--- src/rtl/pid_pkg.sv ---
// Shared types and helpers for the fixed-point PID controller.
// Holds the sequencing states, default widths and the saturating helper.
package pid_pkg;

  typedef enum logic [2:0] {
    IDLE  = 3'd0,
    ERR   = 3'd1,
    TERMS = 3'd2,
    SUM   = 3'd3,
    OUT   = 3'd4
  } state_e;

  localparam int PID_DW   = 8;
  localparam int PID_GW   = 8;
  localparam int PID_FRAC = 4;
  localparam int PID_IW   = 24;
  // Headroom of the final sum over the integrator width.
  localparam int SUM_XTRA = 2;
  // Wide scratch width for integrator arithmetic before clamping.
  localparam int ACC_W    = 64;

  // Symmetric clamp to +/-(2^(width-1)-1).
  function automatic logic signed [ACC_W-1:0] sat_signed(
    input logic signed [ACC_W-1:0] value,
    input int                      width
  );
    logic signed [ACC_W-1:0] lim;
    lim = (64'sd1 <<< (width - 1)) - 64'sd1;
    if (value > lim) return lim;
    if (value < -lim) return -lim;
    return value;
  endfunction

endpackage

--- src/rtl/pid_controller_q_clamp.sv ---
// Output limiter: folds the shifted PID sum into the unsigned actuator range.
// Reports which rail (if any) was hit.
module pid_clamp #(
  parameter int DW = 8,
  parameter int RW = 26
) (
  input  logic signed [RW-1:0] r,
  output logic [DW-1:0]        control_out,
  output logic                 sat_hi,
  output logic                 sat_lo
);

  localparam logic signed [RW-1:0] MAXV = RW'((64'd1 << DW) - 64'd1);

  // Rail detection and selection of the clamped value.
  always_comb begin
    sat_hi      = (r > MAXV);
    sat_lo      = r[RW-1];
    control_out = r[DW-1:0];
    if (sat_hi) control_out = '1;
    else if (sat_lo) control_out = '0;
  end

endmodule

--- src/rtl/pid_controller_q.sv ---
// Multi-cycle PID with runtime gains, saturating integrator and anti-windup.
// One sample in flight: ERR, TERMS, SUM, OUT, then ready again.
module pid_controller_q
  import pid_pkg::*;
#(
  parameter int DW   = PID_DW,
  parameter int GW   = PID_GW,
  parameter int FRAC = PID_FRAC,
  parameter int IW   = PID_IW
) (
  input  logic          clk,
  input  logic          rst,
  input  logic          sample_valid,
  output logic          sample_ready,
  input  logic [DW-1:0] setpoint,
  input  logic [DW-1:0] feedback,
  input  logic [GW-1:0] kp,
  input  logic [GW-1:0] ki,
  input  logic [GW-1:0] kd,
  input  logic          clear_int,
  output logic          out_valid,
  output logic [DW-1:0] control_out,
  output logic          sat_hi,
  output logic          sat_lo
);

  localparam int EW  = DW + 1;
  localparam int DEW = DW + 2;
  localparam int SW  = IW + SUM_XTRA;

  state_e state_q, state_d;
  logic [DW-1:0] sp_q, sp_d, fb_q, fb_d;
  logic [GW-1:0] kp_q, kp_d, ki_q, ki_d, kd_q, kd_d;
  logic clr_q, clr_d;
  logic signed [EW-1:0] e_q, e_d, prev_q, prev_d;
  logic signed [SW-1:0] p_q, p_d, d_q, d_d, r_q, r_d;
  logic signed [IW-1:0] integ_q, integ_d;
  logic [DW-1:0] out_q, out_d;
  logic hi_q, hi_d, lo_q, lo_d, ov_q, ov_d;

  logic [DW-1:0] c_out;
  logic c_hi, c_lo;

  logic signed [EW-1:0] prev_eff;
  logic signed [DEW-1:0] de;
  logic signed [GW:0] kp_s, ki_s, kd_s;
  logic signed [ACC_W-1:0] base, inc;
  logic signed [SW-1:0] s;
  logic hold;

  assign sample_ready = (state_q == IDLE) & ~rst;
  assign out_valid    = ov_q;
  assign control_out  = out_q;
  assign sat_hi       = hi_q;
  assign sat_lo       = lo_q;

  pid_clamp #(.DW(DW), .RW(SW)) u_clamp (
    .r           (r_q),
    .control_out (c_out),
    .sat_hi      (c_hi),
    .sat_lo      (c_lo)
  );

  // Sequencing and datapath next-state for one sample per pass.
  always_comb begin
    state_d  = state_q;
    sp_d     = sp_q;
    fb_d     = fb_q;
    kp_d     = kp_q;
    ki_d     = ki_q;
    kd_d     = kd_q;
    clr_d    = clr_q;
    e_d      = e_q;
    prev_d   = prev_q;
    p_d      = p_q;
    d_d      = d_q;
    r_d      = r_q;
    integ_d  = integ_q;
    out_d    = out_q;
    hi_d     = hi_q;
    lo_d     = lo_q;
    ov_d     = 1'b0;
    kp_s     = $signed({1'b0, kp_q});
    ki_s     = $signed({1'b0, ki_q});
    kd_s     = $signed({1'b0, kd_q});
    prev_eff = clr_q ? '0 : prev_q;
    de       = DEW'(e_q) - DEW'(prev_eff);
    base     = clr_q ? '0 : ACC_W'(integ_q);
    inc      = ACC_W'(ki_s) * ACC_W'(e_q);
    hold     = (hi_q & ~e_q[EW-1] & (|e_q)) | (lo_q & e_q[EW-1]);
    s        = SW'(p_q) + SW'(integ_q) + d_q;
    unique case (state_q)
      IDLE: begin
        if (sample_valid & sample_ready) begin
          sp_d    = setpoint;
          fb_d    = feedback;
          kp_d    = kp;
          ki_d    = ki;
          kd_d    = kd;
          clr_d   = clear_int;
          state_d = ERR;
        end
      end
      ERR: begin
        e_d     = $signed({1'b0, sp_q}) - $signed({1'b0, fb_q});
        state_d = TERMS;
      end
      TERMS: begin
        p_d = SW'(kp_s) * SW'(e_q);
        d_d = SW'(kd_s) * SW'(de);
        if (hold) integ_d = IW'(base);
        else integ_d = IW'(sat_signed(base + inc, IW));
        state_d = SUM;
      end
      SUM: begin
        r_d     = s >>> FRAC;
        state_d = OUT;
      end
      OUT: begin
        out_d   = c_out;
        hi_d    = c_hi;
        lo_d    = c_lo;
        prev_d  = e_q;
        ov_d    = 1'b1;
        state_d = IDLE;
      end
      default: state_d = IDLE;
    endcase
  end

  // State registers with asynchronous clear.
  always_ff @(posedge clk or posedge rst) begin
    if (rst) begin
      state_q <= IDLE;
      sp_q    <= '0;
      fb_q    <= '0;
      kp_q    <= '0;
      ki_q    <= '0;
      kd_q    <= '0;
      clr_q   <= 1'b0;
      e_q     <= '0;
      prev_q  <= '0;
      p_q     <= '0;
      d_q     <= '0;
      r_q     <= '0;
      integ_q <= '0;
      out_q   <= '0;
      hi_q    <= 1'b0;
      lo_q    <= 1'b0;
      ov_q    <= 1'b0;
    end else begin
      state_q <= state_d;
      sp_q    <= sp_d;
      fb_q    <= fb_d;
      kp_q    <= kp_d;
      ki_q    <= ki_d;
      kd_q    <= kd_d;
      clr_q   <= clr_d;
      e_q     <= e_d;
      prev_q  <= prev_d;
      p_q     <= p_d;
      d_q     <= d_d;
      r_q     <= r_d;
      integ_q <= integ_d;
      out_q   <= out_d;
      hi_q    <= hi_d;
      lo_q    <= lo_d;
      ov_q    <= ov_d;
    end
  end

endmodule

--- config.mk ---
export PLATFORM = sky130hd
export DESIGN_NAME = pid_controller_q
export DESIGN_NICKNAME = d
export VERILOG_FILES = /design/src/rtl/pid_pkg.sv /design/src/rtl/pid_controller_q_clamp.sv /design/src/rtl/pid_controller_q.sv
export SDC_FILE = /design/constraint.sdc
export NUM_CORES = 1
export LEC_CHECK = 0
export CORE_MARGIN = 5
export CORE_UTILIZATION = 55
export DETAILED_ROUTE_END_ITERATION = 16
export GPL_TIMING_DRIVEN = 0
export PLACE_DENSITY = 0.74
export SYNTH_ARGS = -nofsm -noshare
export SYNTH_HDL_FRONTEND = slang
export SYNTH_SLANG_ARGS = --single-unit
--- constraint.sdc ---
create_clock -name clk -period 13.1 [get_ports clk]
set_input_delay 2.62 -clock clk [delete_from_list [all_inputs] [get_ports clk]]
set_output_delay 2.62 -clock clk [all_outputs]
set_load 0.01 [all_outputs]
### Word-level counts from Yosys, hierarchy flattened

Index checks and enable logic that the tools add are counted.

| word-level totals | value |
|---|---|
| bits in registers | 171 |
| input bits | 44 |
| output and inout bits | 12 |
| logic and storage cells | 63 |

| cells by class | value |
|---|---|
| add/sub/neg operators | 5 |
| $mul | 3 |
| order comparisons | 3 |
| eq/ne operators | 5 |
| muxes and demuxes | 19 |
| bitwise operators | 8 |
| reduce and logical (&&, ||, !) cells | 3 |

Operator list:

| operator | number |
|---|---|
| two-way mux 24 bit | 5 |
| adder 64 x 18 -> 64 bit | 1 |
| greater-than comparator 64 x 24 -> 1 bit, second input constant | 1 |
| less-than comparator 64 x 24 -> 1 bit, second input constant | 1 |
| two-way mux 64 bit | 1 |
| multiplier 9 x 9 -> 18 bit | 2 |
| adder 26 x 24 -> 26 bit | 1 |
| adder 26 bit | 1 |
| greater-than comparator 22 x 9 -> 1 bit, second input constant | 1 |
| multiplier 9 x 10 -> 19 bit | 1 |
| two-way mux 8 bit | 2 |
| case mux 3 bit (4 select lines) | 1 |
| subtractor 9 x 9 -> 10 bit | 1 |
| two-way mux 9 bit | 1 |
| OR reduction 9 bit | 1 |
| subtractor 8 x 8 -> 9 bit | 1 |
| two-way mux 1 bit | 8 |
| equality test 3 x 2 -> 1 bit, second input constant | 2 |
| AND 1 bit | 5 |
| equality test 3 x 1 -> 1 bit, second input constant | 1 |
| equality test 3 bit, second input constant | 1 |
| zero test 3 bit | 1 |
| two-way mux 3 bit | 1 |
| != test 2 x 1 -> 1 bit, second input constant | 1 |
| 3 further kinds | 4 |

### Logic depth before layout (Yosys ltp)

| logic depth | value |
|---|---|
| word-level depth | 12 |
| depth in mapped cells | 32 |
| gate-level depth less buffers | 29 |

### Modules after synthesis

From an unflattened synthesis, not the netlist that was laid out.

| second synthesis, totals | value |
|---|---|
| cells, all modules | 1909 |
| area total of the unflattened synthesis | 17812.1 um^2 |

Modules (own cells, without submodules):

| module | times used | cells an instance | area an instance (um^2) | seq. area each (um^2) |
|---|---|---|---|---|
| pid_controller_q | 1 | 1883 | 17663.2 | 3903.7 |
| pid_clamp | 1 | 26 | 148.9 | 0.0 |

### Worst setup path after synthesis

No wires, ideal clock.

| path | value |
|---|---|
| kind | reg-to-reg |
| from | register e_q[8] |
| to | register integ_q[1] |
| setup time | 0.137 ns |
| data arrival time | 7.023 ns |
| required time | 12.963 ns |
| setup slack | 5.940 ns |
| cell stages (with the launch flop) | 29 |
| path buffers | 4 |
| clock period less this slack | 7.160 ns |
| path through | dfrtp_1 -> clkbuf_1 -> nand2b_1 -> fa_1 -> fa_1 -> inv_1 -> fa_1 -> fa_1 -> fa_1 -> ha_1 -> buf_4 -> o211a_1 -> a21oi_1 -> a211o_2 -> a211oi_1 -> o22ai_1 -> or2_2 -> a21oi_1 -> ha_1 -> a21oi_1 -> inv_1 -> o2111ai_1 -> or4b_1 -> nor4_1 -> a21oi_1 -> buf_6 -> buf_6 -> nand2_1 -> a21oi_1 |

| between the ends | value |
|---|---|
| word-level cells in the longest chain between the ends | 10 |
| elaborated cells between the ends (all ways) | 21 |
| classes of those cells | add/sub (1); mul (1); order compare (2); mux (11); bitwise (5); reduce/logical (1) |

Ends and longest elaborated chain:

| element | RTL line | source |
|---|---|---|
| start: declaration | pid_controller_q.sv:35 | `logic signed [EW-1:0] e_q, e_d, prev_q, prev_d;` |
| start signal: assignment | pid_controller_q.sv:141 | `e_q <= '0;` |
| start signal: assignment | pid_controller_q.sv:159 | `e_q <= e_d;` |
| multiplier 9 x 9 -> 18 bit | pid_controller_q.sv:89 | `inc = ACC_W'(ki_s) * ACC_W'(e_q);` |
| adder 64 x 18 -> 64 bit | pid_controller_q.sv:112 | `else integ_d = IW'(sat_signed(base + inc, IW));` |
| less-than comparator 64 x 24 -> 1 bit | pid_pkg.sv:30 | `if (value < -lim) return -lim;` |
| two-way mux 1 bit (2 in series) | pid_pkg.sv:30 |  |
| two-way mux 1 bit | pid_controller_q.sv:111 | `if (hold) integ_d = IW'(base);` |
| two-way mux 1 bit | pid_controller_q.sv:92 | `unique case (state_q)` |
| two-way mux 24 bit | pid_pkg.sv:31 | `return value;` |
| two-way mux 24 bit | pid_pkg.sv:30 |  |
| two-way mux 24 bit (*) | pid_controller_q.sv:111 |  |
| end signal: assignment | pid_controller_q.sv:164 | `integ_q <= integ_d;` |
| end: declaration | pid_controller_q.sv:37 | `logic signed [IW-1:0] integ_q, integ_d;` |

Every way passes the cells marked *; elsewhere a longest branch is shown, timed or not. The select of a mux whose other input is x is not followed.
A chain may end at the register's enable or synchronous reset.

### Final worst setup path

| path | value |
|---|---|
| from | register e_q[8] |
| to | register integ_q[2] |

The elaborated chain is that of the path after synthesis.

==> qor.yml <==
synthesis:
  synth_cell_types: 70
  ys_seq_elements: 156
  syn-num-nets: 2370
  ys_warn_count: 0
  async_reset_ff_share_pct: 100
  synth-main-ff-cell: "dfrtp_1"
  ys_seq_area_share_pct: 22.1
  synth_edf_count: 0
  syn_area_sq_mm: 0.0177
  postSynthCellCount: 1914
  synth_area_per_cell_sq_um: 9.23
routing:
  post_drt_via_cell_ratio: 5.65
  drc: 0
  drtAntennaViolNets: 0
  wirelength_um: 42100
  drt_iter0_markers: 848
  vias: 13574
  wl_per_cell_um: 17.5
  dr.pass1.iters: 8
setup_path:
  arrival_ns: 9.46
  crit_family: "adder cells"
  r2r_end: "integ_q[2]"
  worstPathMaxFanout: 14
  critPathBufInv: 4
  cpPeakStageDelay_ns: 0.90
  crit_path_end_kind: "flop"
  ff2ff_path_depth: 29
  criticalPathCategory: "flop to flop"
  r2r_start: "e_q[8]"
  slowest_stage: "dfrtp_1"
  rrSetupSlack_ns: 3.93
  worstPathRequired_ns: 13.39
  start_kind: "flop"
floorplanning:
  coreArea_sq_mm: 0.0316
  die-area_sq_mm: 0.0358
  ioPinCount: 56
  die_w_um: 189
  num_rows: 65
  die_h_um: 189
  start_util_pct: 55.8
sta:
  finalCriticalPeriod_ns: 9.17
  tightest_slew_ns: 1.04
  tns_ns: 0
  grt_setup_unrepaired: "no"
  drv_slew: 0
  finalHoldViolCount: 0
  skew_ns: 0.0135
  period_share_pct: 70.0
  setup_viol: 0
  fmax_ghz: 0.109
  max-slew-margin-rel_pct: 30.4
global_route:
  grt_max_degree: 100
  grt_overflow: 0
  antenna_found_initial: 1
  grt_pass1_vias: 14213
  grt_pass1_wl_um: 70300
  grt_usage_pct: 24.1
finish:
  insertedDiodeCount: 0
  layout-drive-gt1-share_pct: 4.65
  areaGrowthSynthToFinish_pct: 9.46
  final_nets: 2445
  finalInstanceArea_sq_mm: 0.0193
  fin_util_pct: 61.1
clock_tree:
  insertion_delay_ns: 0.43
  clk_pin_slew_worst_paths_ns: 0.06
  cts.sinks: 156
  postCtsSetupBuffers: 0
  cts_buffer_depth: 2
  cts_buffers: 17
  clockRootBuffer: "clkbuf_16"
  post_cts_resized: 0
  cts_tree: "done"
  cts_hold_buf: 0
  htree_levels: 4
outcome:
  status: "complete, no violations"
placed_design:
  placed_area_sq_mm: 0.0187
  portBuffers: 55
  dp_hpwl_um: 34000
  gp_congestion: 0.898
min_path:
  hp-class: "flop to flop"
  whs_endpoint: "prev_q[7]"
  hold_path_depth: 2
  min_from: "prev_q[7]"
flow_run:
  cap_violations: 0
[sequential cells by signal, summed over array words and instances (netlist names)]
register     count
sat_hi           1
integ_q         24
sat_lo           1
control_out      8
d_q             19
sp_q             8
out_valid        1
state_q          3
kd_q             8
prev_q           9
e_q              9
ki_q             8
kp_q             8
fb_q             8
p_q             18
r_q             22
clr_q            1
[layout make-up]
| class | count | area, sq um |
|---|---|---|
| fill | 2644 | 12300 |
| tap | 402 | 503 |
| buffer | 80 | 328 |
| inverter | 266 | 1000 |
| timing repair buffer | 56 | 578 |
| clock buffer | 21 | 450 |
| clock inverter | 11 | 134 |
| sequential | 156 | 3900 |
| multi-input combinational | 1412 | 12400 |
[cells in the mapped netlist (40+ instances only)]
master	n	area share, %
a21oi_1	111	3.1
and2_1	106	3.8
clkbuf_1	71	1.5
dfrtp_1	156	22
fa_1	192	22
ha_1	220	16
inv_1	265	5.6
mux2_2	43	2.7
nand2_1	277	5.9
nand2b_1	40	1.4
nor2_1	40	0.85
o21ai_0	75	2.1
[metrics by stage]
step,instances,setup slack (ns),hold slack [ns]
6_report,2404,3.93,0.479
5_1_grt,2404,3.45,0.511
4_1_cts,2404,4.09,0.482
3_5_place_dp,2372,4.11,0.466
3_3_place_gp,2371,4.04,0.459
2_1_floorplan,1914,5.94,0.441
[worst max path at each step]
stage                start  cells past startpoint  slack (ns)         end
finish              e_q[8]                     29        3.93  integ_q[2]
global route        e_q[8]                     29        3.45  integ_q[1]
CTS                 e_q[8]                     28        4.09  integ_q[1]
detailed placement  e_q[8]                     28        4.11  integ_q[4]
global placement       rst                      2        4.04     kd_q[6]
floorplan           e_q[8]                     28        5.94  integ_q[1]
[cell families after synthesis]
logic type / count (synthesis) / synth area share [%]
compound gates: 307 / 10.8
buf+inv: 346 / 7.51
mux: 44 / 2.80
flops: 156 / 22.1
simple gates: 581 / 16.0
fa+ha+maj: 412 / 37.4
xor+xnor: 68 / 3.37
[cell usage in the layout (no fill, tap or decap), types with 4 or more instances in the layout]
cell / Yosys / final
a31oi_1: 11 / 11
nor2b_1: 34 / 34
nor3_1: 21 / 21
buf_1: 4 / 4
inv_6: 0 / 5
ha_1: 220 / 220
xnor2_1: 39 / 39
or3_1: 5 / 5
o21ai_0: 75 / 75
nand3_1: 13 / 13
inv_1: 265 / 264
o311ai_0: 9 / 9
or2_2: 6 / 6
nand2_1: 277 / 277
o31ai_1: 10 / 10
nand4_1: 8 / 8
nor4_1: 7 / 7
o21a_1: 8 / 8
and2_1: 106 / 106
o31a_1: 4 / 4
o211ai_1: 8 / 8
clkdlybuf4s50_1: 0 / 55
clkbuf_1: 71 / 74
fa_1: 192 / 192
xor2_1: 29 / 29
dfrtp_1: 156 / 156
nor2_1: 40 / 40
nand2b_1: 40 / 40
mux2_2: 43 / 43
and3_1: 8 / 8
a21oi_1: 111 / 111
a21o_1: 19 / 19
o21bai_1: 10 / 10
a211oi_1: 8 / 8
clkinvlp_4: 0 / 4
clkbuf_16: 0 / 17
[routing by layer]
layer	vias up	GRT usage, %	wire length, um
li1	6378	-	-
met1	6767	32.1	18100
met2	352	40.9	20600
met3	77	3.52	2150
met4	0	7.96	1260
met5	-	0	0
[worst reg2reg max path, delay by kind of cell, from the launching register on]
kind	cells	cell delay, ns
AO/OA/AOI/OAI	11	2.22
buffers and inverters	4	1.39
AND/OR/NAND/NOR	7	1.38
flip-flops	1	0.90
adder cells (fa/ha/maj)	7	3.15
Power is left out: the tool's default activity adds up to more than one toggle a clock period on the data nets, which glitch-free logic cannot reach.
